`src/rtl/prv32_alu_md.sv`:
```
`default_nettype none
// +--------------------------------------------------------------------------+
// | prv32_alu_md : prv32 EX-stage ALU with iterative RV32M multiply/divide.  |
// | Revision     : 1.0                                                       |
// +--------------------------------------------------------------------------+
module prv32_alu_md #(
    parameter int XLEN     = 32,
    parameter int MUL_STEP = 1
) (
    input  logic            clk,
    input  logic            rst_n,
    input  logic            in_valid,
    output logic            in_ready,
    input  logic [4:0]      alufn,
    input  logic [XLEN-1:0] a,
    input  logic [XLEN-1:0] b,
    input  logic            kill,
    output logic            out_valid,
    input  logic            out_ready,
    output logic [XLEN-1:0] r,
    output logic            cf,
    output logic            zf,
    output logic            vf,
    output logic            sf,
    output logic            busy
);

    localparam int                c_shw      = $clog2(XLEN);
    localparam int                c_cw       = $clog2(XLEN) + 1;
    localparam logic [c_cw-1:0]   c_mul_last = c_cw'(XLEN / MUL_STEP - 1);
    localparam logic [c_cw-1:0]   c_div_last = c_cw'(XLEN - 1);
    localparam logic [XLEN-1:0]   c_min      = {1'b1, {(XLEN-1){1'b0}}};

    typedef enum logic [1:0] {
        S_IDLE = 2'd0,
        S_MUL  = 2'd1,
        S_DIV  = 2'd2,
        S_DONE = 2'd3
    } state_t;

    state_t              r_state;
    logic [XLEN-1:0]     r_res;
    logic                r_cf, r_zf, r_vf, r_sf;
    logic                r_out_valid;
    logic                r_busy;
    logic [2:0]          r_op;
    logic                r_negq;
    logic                r_negr;
    logic [c_cw-1:0]     r_cnt;
    logic [2*XLEN-1:0]   r_prod;
    logic [XLEN-1:0]     r_opnd;

    logic                w_accept;

    assign in_ready  = (r_state == S_IDLE) & (~r_out_valid | out_ready);
    assign w_accept  = in_valid & in_ready & ~kill;
    assign out_valid = r_out_valid;
    assign busy      = r_busy;
    assign r         = r_res;
    assign cf        = r_cf;
    assign zf        = r_zf;
    assign vf        = r_vf;
    assign sf        = r_sf;

    // Base ALU: shared (XLEN+1)-bit adder drives flags and the compares.
    logic              w_sub;
    logic [XLEN-1:0]   w_bx;
    logic [XLEN:0]     w_add;
    logic              w_cf, w_zf, w_vf, w_sf;
    logic [c_shw-1:0]  w_shamt;
    logic [XLEN-1:0]   w_base_res;

    assign w_sub   = (alufn[3:0] == 4'b0001) | (alufn[3:0] == 4'b1101) |
                     (alufn[3:0] == 4'b1111);
    assign w_bx    = w_sub ? ~b : b;
    assign w_add   = {1'b0, a} + {1'b0, w_bx} + {{XLEN{1'b0}}, w_sub};
    assign w_cf    = w_add[XLEN];
    assign w_zf    = (w_add[XLEN-1:0] == '0);
    assign w_sf    = w_add[XLEN-1];
    assign w_vf    = (a[XLEN-1] == w_bx[XLEN-1]) & (w_add[XLEN-1] != a[XLEN-1]);
    assign w_shamt = b[c_shw-1:0];

    always_comb begin
        w_base_res = '0;
        case (alufn[3:0])
            4'b0000, 4'b0001: w_base_res = w_add[XLEN-1:0];
            4'b0011:          w_base_res = b;
            4'b0100:          w_base_res = a | b;
            4'b0101:          w_base_res = a & b;
            4'b0111:          w_base_res = a ^ b;
            4'b1000:          w_base_res = a >> w_shamt;
            4'b1001:          w_base_res = $signed(a) >>> w_shamt;
            4'b1010:          w_base_res = a << w_shamt;
            4'b1101:          w_base_res = {{(XLEN-1){1'b0}}, w_sf ^ w_vf};
            4'b1111:          w_base_res = {{(XLEN-1){1'b0}}, ~w_cf};
            default:          w_base_res = '0;
        endcase
    end

    // M-op launch: operand signedness by funct3, magnitudes, and the
    // divide cases that bypass iteration.
    logic              w_divop;
    logic              w_sa_en, w_sb_en, w_sa, w_sb;
    logic [XLEN-1:0]   w_amag, w_bmag;
    logic              w_dz, w_dovf, w_special;
    logic [XLEN-1:0]   w_spec_res;

    assign w_divop   = alufn[2];
    assign w_sa_en   = w_divop ? ~alufn[0] : (alufn[1:0] == 2'b01) | (alufn[1:0] == 2'b10);
    assign w_sb_en   = w_divop ? ~alufn[0] : (alufn[1:0] == 2'b01);
    assign w_sa      = w_sa_en & a[XLEN-1];
    assign w_sb      = w_sb_en & b[XLEN-1];
    assign w_amag    = w_sa ? -a : a;
    assign w_bmag    = w_sb ? -b : b;
    assign w_dz      = (b == '0);
    assign w_dovf    = ~alufn[0] & (a == c_min) & (b == '1);
    assign w_special = w_divop & (w_dz | w_dovf);

    always_comb begin
        w_spec_res = '0;
        if (alufn[1])
            w_spec_res = w_dz ? a : '0;
        else
            w_spec_res = w_dz ? '1 : a;
    end

    // Shift-add multiply: low half of r_prod holds the unretired multiplier.
    logic [XLEN+MUL_STEP-1:0] w_pp;
    logic [XLEN+MUL_STEP-1:0] w_msum;
    logic [2*XLEN-1:0]        w_mnext;

    assign w_pp    = {{MUL_STEP{1'b0}}, r_opnd} * {{XLEN{1'b0}}, r_prod[MUL_STEP-1:0]};
    assign w_msum  = {{MUL_STEP{1'b0}}, r_prod[2*XLEN-1:XLEN]} + w_pp;
    assign w_mnext = {w_msum, r_prod[XLEN-1:MUL_STEP]};

    // Restoring divide: high half is the partial remainder, low half shifts
    // dividend bits out and quotient bits in.
    logic [XLEN:0]      w_dsh;
    logic               w_dge;
    logic [XLEN-1:0]    w_ddif;
    logic [2*XLEN-1:0]  w_dnext;

    assign w_dsh   = {r_prod[2*XLEN-1:XLEN], r_prod[XLEN-1]};
    assign w_dge   = (w_dsh >= {1'b0, r_opnd});
    assign w_ddif  = w_dsh[XLEN-1:0] - r_opnd;
    assign w_dnext = {(w_dge ? w_ddif : w_dsh[XLEN-1:0]), r_prod[XLEN-2:0], w_dge};

    // Final step result is sign-corrected straight off the last iteration.
    logic [2*XLEN-1:0]  w_fin;
    logic [2*XLEN-1:0]  w_pfix;
    logic [XLEN-1:0]    w_quo, w_rem;
    logic [XLEN-1:0]    w_done_res;

    assign w_fin  = (r_state == S_DIV) ? w_dnext : w_mnext;
    assign w_pfix = r_negq ? -w_fin : w_fin;
    assign w_quo  = r_negq ? -w_fin[XLEN-1:0] : w_fin[XLEN-1:0];
    assign w_rem  = r_negr ? -w_fin[2*XLEN-1:XLEN] : w_fin[2*XLEN-1:XLEN];

    always_comb begin
        w_done_res = '0;
        case (r_op)
            3'b000:                 w_done_res = w_pfix[XLEN-1:0];
            3'b001, 3'b010, 3'b011: w_done_res = w_pfix[2*XLEN-1:XLEN];
            3'b100, 3'b101:         w_done_res = w_quo;
            default:                w_done_res = w_rem;
        endcase
    end

    logic w_last;
    assign w_last = (r_cnt == '0);

    always_ff @(posedge clk or negedge rst_n) begin
        if (!rst_n) begin
            r_state     <= S_IDLE;
            r_res       <= '0;
            r_cf        <= 1'b0;
            r_zf        <= 1'b0;
            r_vf        <= 1'b0;
            r_sf        <= 1'b0;
            r_out_valid <= 1'b0;
            r_busy      <= 1'b0;
            r_op        <= '0;
            r_negq      <= 1'b0;
            r_negr      <= 1'b0;
            r_cnt       <= '0;
            r_prod      <= '0;
            r_opnd      <= '0;
        end else if (kill) begin
            r_state     <= S_IDLE;
            r_out_valid <= 1'b0;
            r_busy      <= 1'b0;
        end else begin
            if (r_out_valid && out_ready)
                r_out_valid <= 1'b0;
            case (r_state)
                S_IDLE: begin
                    if (w_accept) begin
                        if (!alufn[4]) begin
                            r_res       <= w_base_res;
                            r_cf        <= w_cf;
                            r_zf        <= w_zf;
                            r_vf        <= w_vf;
                            r_sf        <= w_sf;
                            r_out_valid <= 1'b1;
                        end else if (w_special) begin
                            r_res       <= w_spec_res;
                            r_cf        <= 1'b0;
                            r_vf        <= 1'b0;
                            r_zf        <= (w_spec_res == '0);
                            r_sf        <= w_spec_res[XLEN-1];
                            r_out_valid <= 1'b1;
                        end else begin
                            r_op   <= alufn[2:0];
                            r_negq <= w_sa ^ w_sb;
                            r_negr <= w_sa;
                            r_busy <= 1'b1;
                            if (w_divop) begin
                                r_prod  <= {{XLEN{1'b0}}, w_amag};
                                r_opnd  <= w_bmag;
                                r_cnt   <= c_div_last;
                                r_state <= S_DIV;
                            end else begin
                                r_prod  <= {{XLEN{1'b0}}, w_bmag};
                                r_opnd  <= w_amag;
                                r_cnt   <= c_mul_last;
                                r_state <= S_MUL;
                            end
                        end
                    end
                end
                S_MUL, S_DIV: begin
                    r_prod <= w_fin;
                    if (w_last) begin
                        r_res       <= w_done_res;
                        r_cf        <= 1'b0;
                        r_vf        <= 1'b0;
                        r_zf        <= (w_done_res == '0);
                        r_sf        <= w_done_res[XLEN-1];
                        r_out_valid <= 1'b1;
                        r_busy      <= 1'b0;
                        r_state     <= S_DONE;
                    end else begin
                        r_cnt <= r_cnt - c_cw'(1);
                    end
                end
                S_DONE: begin
                    r_state <= S_IDLE;
                end
                default: begin
                    r_state <= S_IDLE;
                end
            endcase
        end
    end

endmodule
`default_nettype wire

```
`config.mk`:
```
export PLATFORM = sky130hd
export DESIGN_NAME = prv32_alu_md
export DESIGN_NICKNAME = d
export VERILOG_FILES = /design/src/rtl/prv32_alu_md.sv
export SDC_FILE = /design/constraint.sdc
export NUM_CORES = 1
export LEC_CHECK = 0
export ABC_AREA = 1
export BUFFER_PORTS_ARGS = -buffer_cell sky130_fd_sc_hd__buf_2
export CAP_MARGIN = 30
export CORE_UTILIZATION = 47
export DETAILED_ROUTE_END_ITERATION = 7
export GPL_TIMING_DRIVEN = 0
export MAX_ROUTING_LAYER = met4
export PLACE_DENSITY_LB_ADDON = 0.25
export REMOVE_ABC_BUFFERS = 1
export SYNTH_ARGS = -nofsm -noshare
export SYNTH_HDL_FRONTEND = slang
export SYNTH_SLANG_ARGS = --single-unit
export TNS_END_PERCENT = 30
```
`constraint.sdc`:
```
create_clock -name clk -period 3.8 [get_ports clk]
set_input_delay 0.38 -clock clk [delete_from_list [all_inputs] [get_ports clk]]
set_output_delay 0.38 -clock clk [all_outputs]
set_load 0.01 [all_outputs]
```
Yosys cells after proc, flatten, opt, wreduce, memory -nomap -nowiden
Cells that the tools add are included.
Widths: inputs -> output; s select.
- register bits: 147
- logic and storage cells: 177
- bits of input ports: 74
- output and inout port bits: 39
- $mul: 1
- $lt $le $gt $ge: 1
- reduce and logical (&&, ||, !) cells: 21
- shift operators: 3
- add/subtract/negate cells: 10
- bitwise gates (word level): 25
- eq/ne operators: 34
- mux-type cells: 68
- operators by type and width (kind ; count):
    $mux 32 ; 15
    $mux 64 ; 5
    $pmux 32 s10 ; 1
    $logic_not 32->1 ; 4
    $neg 32->32 ; 4
    $pmux 64 s2 ; 1
    $pmux 32 s3 ; 1
    $eq 32x32->1 const B ; 2
    $neg 64->64 ; 1
    $pmux 32 s2 ; 1
    $add 32x32->33 ; 1
    $add 32x33->33 ; 1
    $add 33x1->33 ; 1
    $ge 33x32->1 ; 1
    $mul 32x1->33 ; 1
    $and 32x32->32 ; 1
    $not 32->32 ; 1
    $or 32x32->32 ; 1
    $shl 32x5->32 ; 1
    $shr 32x5->32 ; 1
    $sshr 32x5->32 ; 1
    $sub 32x32->32 ; 1
    $xor 32x32->32 ; 1
    $mux 1 ; 26
    35 further kinds ; 89

Longest topological paths before layout
- depth after elaboration: 13
- gate-level depth with buffers: 38
- gate-level depth less buffers: 37

Least setup slack after synthesis
Ideal clock, no wire load.
- path type: input to register
- from: input alufn[1]
- to: register r_res[24] (netlist: r[24])
- arrival time: 4977 ps
- setup time: 121 ps
- path buffers: 4
- path slack: -1298 ps
- cell stages on the path: 28
- data required time: 3679 ps
- cell sequence: clkbuf_1 > clkinv_1 > buf_1 > clkbuf_1 > ha_1 > inv_1 > a21oi_1 > nor2_1 > clkbuf_1 > xor2_1 > fa_1 > nand3_1 > nand2_1 > nand2_1 > nand2_1 > a21boi_0 > o21ai_0 > nand2_1 > nand2_1 > a21o_1 > nand2_1 > nand2_1 > xor2_1 > nand2_1 > nand4_1 > a211oi_1 > nor2_1 > a22o_1
- longest elaborated chain between the ends: 10
- elaborated cells between the ends (all ways): 23
- those cells by class: 2 x add/sub; 10 x eq/ne; 7 x mux; 2 x bitwise; 2 x reduce/logical
- RTL lines (item ; line ; text):
    from (decl) ; 14 ; input logic [4:0] alufn,
    $eq 4x1->1 or $eq 4x4->1 (tied branches) ; 73, 85 ;
    $or 1x1->1 (2 in a row) ; 73 ; assign w_sub = (alufn[3:0] == 4'b0001) | (alufn[3:0] == 4'b1101) |
    $mux 32 ; 75 ; assign w_bx = w_sub ? ~b : b;
    $add 32x32->33 ; 76 ; assign w_add = {1'b0, a} + {1'b0, w_bx} + {{XLEN{1'b0}}, w_sub};
    $add 33x1->33 ; 76 ;
    $pmux 32 s10 ; 85 ; case (alufn[3:0])
    $mux 32 (*) ; 198 ; if (!alufn[4]) begin
    $mux 32 (*) ; 197 ; if (w_accept) begin
    $pmux 32 s2 (*) ; 195 ; case (r_state)
    to (signal assigned) ; 199 ; r_res <= w_base_res;
    to (signal assigned) ; 206 ; r_res <= w_spec_res;
    to (signal assigned) ; 234 ; r_res <= w_done_res;
    to (decl) ; 42 ; logic [XLEN-1:0] r_res;
Mark *: on every way between the ends. The rest lies on a longest branch, timed or not. The select of a mux whose other input is x is not followed.
A chain may end at the register's enable or synchronous reset.

Worst setup path after layout
- from: register r_opnd[22]
- to: register r_zf (netlist: zf)
- longest elaborated chain between the ends: 9
- elaborated cells between the ends (all ways): 16
- those cells by class: 5 x add/sub; 1 x mul; 1 x order compare; 8 x mux; 1 x reduce/logical
- RTL lines (item ; line ; text):
    from (decl) ; 51 ; logic [XLEN-1:0] r_opnd;
    from (signal assigned) ; 219 ; r_opnd <= w_bmag;
    from (signal assigned) ; 224 ; r_opnd <= w_amag;
    $mul 32x1->33 (tied with other cells) ; 132 ; assign w_pp = {{MUL_STEP{1'b0}}, r_opnd} * {{XLEN{1'b0}}, r_prod[MUL_STEP-1:0]};
    $add 32x33->33 or $mux 32 (tied branches) ; 133, 146 ;
    $mux 64 (*) ; 154 ; assign w_fin = (r_state == S_DIV) ? w_dnext : w_mnext;
    $neg 64->64 or $neg 32->32 (tied branches) ; 155, 157 ;
    $mux 64 or $mux 32 (tied branches) ; 155, 157 ;
    $pmux 32 s3 (*) ; 161 ; case (r_op)
    $logic_not 32->1 (*) ; 237 ; r_zf <= (w_done_res == '0);
    $mux 1 (*) ; 233 ; if (w_last) begin
    $pmux 1 s2 (*) ; 195 ;
    to (signal assigned) ; 201 ; r_zf <= w_zf;
    to (signal assigned) ; 209 ; r_zf <= (w_spec_res == '0);
    to (signal assigned) ; 237 ;
    to (decl) ; 43 ; logic r_cf, r_zf, r_vf, r_sf;
Marks and branches as above.

==> reports/qor.csv <==
stage,metric,value,unit
run_status,status,"finished, violations left",
run_status,failing checks,"DRC, setup timing",
critical_path,crit path launch type,flip-flop,
cells_and_area,post-route design area,33800,um^2
timing,RSZ-0062 raised after global routing,yes,
synth,Gate Count Post-Synth,4750,
flow_run,max-capacitance violation count,0,
detailed_routing,Residual DRC,1,
critical_path,Crit path arrival time,5.19,ns
synth,"top cells by area, synth","nand2_1, dfrtp_1, inv_1",
critical_path,CP most frequent cell,nand2_2,
clock_network,clk buf depth,2,
timing,final setup violation count,83,
global_route,largest net degree at the start of global routing,91,
clock_network,CTS tree,yes,
synth,most frequent cell after synthesis,nand2_1,
cells_and_area,ratio of cells with drive above 1 in the final layout,21.7,%
detailed_routing,final WL,148,mm
timing,Slew headroom,21.4,%
global_route,met2 Usage GRT,78.6,%
timing,Fin Hold WS,0.162,ns
hold_path,Hold Crit Start,kill,
floorplan,Initial Util,47.9,%
floorplan,height of the chip,240,um
critical_path,Setup CP Type,reg -> reg,
floorplan,Core Region,55500,um^2
clock_network,clock sink total,147,
critical_path,"Largest stage delay, worst path",0.44,ns
synth,Synth Cell Area,26600,um^2
hold_path,Hold EP,busy,
place,number of port buffers,112,
place,post-place setup slack,-2.81,ns
synth,dominant synthesized flop cell,dfrtp_1,
timing,Pins Over Slew Limit,0,
synth,"Seq/Total Area, Yosys",13.8,%
detailed_routing,via count,35600,
synth,post-synth top area cell,nand2_1,
synth,share of flip-flops with an asynchronous set or reset,100,%
global_route,GRT overflow,0,
floorplan,Top Ports,113,
critical_path,R2R setup slack,-1.0,ns
detailed_routing,ANT nets after route,0,
critical_path,critical path peak fanout,5,
floorplan,Die Span X,240,um
timing,Final Hold Viols,0,
synth,synth warn,0,
clock_network,Worst-Skew Late Latency,0.47,ns
timing,Final min period,4.80,ns
synth,synthesized area per cell,5.60,um^2
timing,Worst Tran Pin Value,1.18,ns
global_route,GRT Total Usage,50.6,%
synth,top post-synthesis cells by count,"nand2_1, inv_1, nor2_1",
detailed_routing,Pre-antenna DRT Iters,8,
global_route,gr busiest metal,met2,
cells_and_area,Nets,5211,
detailed_routing,WL per Instance,25.8,um
critical_path,Worst Reg-to-Reg Cells,36,
synth,"FF+latch count, synth",147,
critical_path,Reg-to-Reg Start,r_opnd[22],
critical_path,FF-to-FF End,zf,
clock_network,H-tree Lvls,4,
place,Placed Instance Area,27900,um^2
cells_and_area,Layout area overhead,26.9,%
critical_path,Worst Path Required,4.19,ns
global_route,first-pass GRT wire length,207,mm
power,PwrDens,945,nW/um^2
hold_path,hold crit path type,in -> reg,
detailed_routing,1st-iter DRT viols,4230,
critical_path,CP Launch Point,r_opnd[22],
place,hpwl dp,107,mm
power,Leakage,16.5,nW
floorplan,Rows,86,
synth,Post-synth EDFFs,0,
timing,Fin Setup TNS,-19.92,ns
hold_path,worst hold stages,2,
global_route,vias in the first global route,33000,
global_route,M3 GR Usage,11.0,%
clock_network,total CTS buffers,17,
timing,worst clock skew,0.0177,ns
floorplan,die area,57600,um^2
synth,post-synth top area share,19.7,%
synth,post-synthesis cell type count,66,
timing,maximum clock rate,209,MHz
timing,min setup slack post-route,-0.996,ns
critical_path,Slowest cell on crit path,dfrtp_1,
global_route,met1 Use GR,52.8,%
clock_network,clk slew on worst S/H paths,0.07,ns
global_route,initial antenna violation count,8,
detailed_routing,Vias/cell,6.21,
critical_path,Crit. End Element,flip-flop,
power,peak supply drop,630,uV
timing,Tcrit/Tclk final,126,%
clock_network,clk root buf,clkbuf_16,
place,RePlAce Congestion,1.09,
==> stage by stage <==
| stage | util [%] | cells | total power [W] |
|---|---|---|---|
| floorplan | - | 4538 | 0.0149 |
| global placement | 49.1 | 5398 | 0.0208 |
| detailed placement | 50.3 | 5435 | 0.0212 |
| CTS | 56.3 | 5610 | 0.0260 |
| global route | 60.9 | 5727 | 0.0335 |
| finish | 60.9 | 5727 | 0.0319 |
==> critical path: cells and delay by family, from the launching register on <==
kind                     cells  cell delay, ns
AO/OA/AOI/OAI                4            0.49
adder cells (fa/ha/maj)      2            0.45
buffers and inverters        6            0.60
AND/OR/NAND/NOR             24            2.68
flip-flops                   1            0.44
==> final cells by class <==
cell class | count | area (um^2)
Clock inverter | 11 | 106
Timing Repair Buffer | 399 | 3570
Timing Repair inverter | 2 | 17.5
Clock buffer | 19 | 443
Tap cell | 748 | 936
Sequential cell | 147 | 3710
Multi-Input combinational cell | 3755 | 22500
Inverter | 638 | 2490
Antenna cell | 8 | 20.0
Fill cell | 5495 | 21700
==> metal layers <==
metal | part of all wire [%] | routed length [um]
met1 | 35 | 51000
met2 | 45 | 65800
met3 | 9.5 | 14000
met4 | 11 | 16900
met5 | 0 | 0
==> cell families after synthesis <==
group | Yosys count | synth area share [%]
fa+ha+maj | 201 | 9.31
flops | 147 | 13.8
xor+xnor | 139 | 4.57
mux | 13 | 0.493
buf+inv | 850 | 12.3
compound gates | 951 | 20.8
simple gates | 2449 | 38.7
==> placed cells by master, fill, tap and decap left out, types with 50 or more instances in the layout <==
master,synthesis,layout
buf_2,20,109
o21ai_0,376,343
nor3_1,59,50
inv_1,601,547
buf_4,1,201
xor2_1,123,116
ha_1,174,133
a21oi_1,279,249
nand2_2,20,137
nor2_4,7,75
nand4_1,59,59
nand3_1,336,282
nor2_1,470,383
nand2_1,1395,1215
dfrtp_1,147,120
nand2_4,4,61
o211ai_1,55,55
inv_2,22,61
==> sequential cells by signal, summed over array words and instances (netlist names), 2 cells and up <==
register / flops
r_cnt: 6
r_op: 3
r: 32
r_prod: 64
r_opnd: 32
r_state: 2
==> worst max-delay path by stage <==
stage	end	slack [ns]	cells after the start
2_1_floorplan	r[24]	-2.58	24
3_3_place_gp	r_opnd[11]	-9.18	15
3_5_place_dp	r[0]	-2.81	27
4_1_cts	zf	-0.82	35
5_1_grt	zf	-1.21	36
6_report	zf	-1.0	36
==> power by group <==
group / total, W / switching, W / internal, W
combinational: 0.0271 / 0.0175 / 0.00957
clock: 0.00172 / 0.000802 / 0.000916
sequential: 0.00315 / 0.000865 / 0.00228
total: 0.0319 / 0.0191 / 0.0128
==> timing repair <==
item	in CTS	in global routing
resized for setup	378	439
endpoints found under the setup margin	133	97
pin swaps	85	152
cloned	8	1
hold buffers	1	0
setup buffers	139	115
endpoints found under the hold margin	57	0
Note: power is estimated with default switching activity, not from simulation.
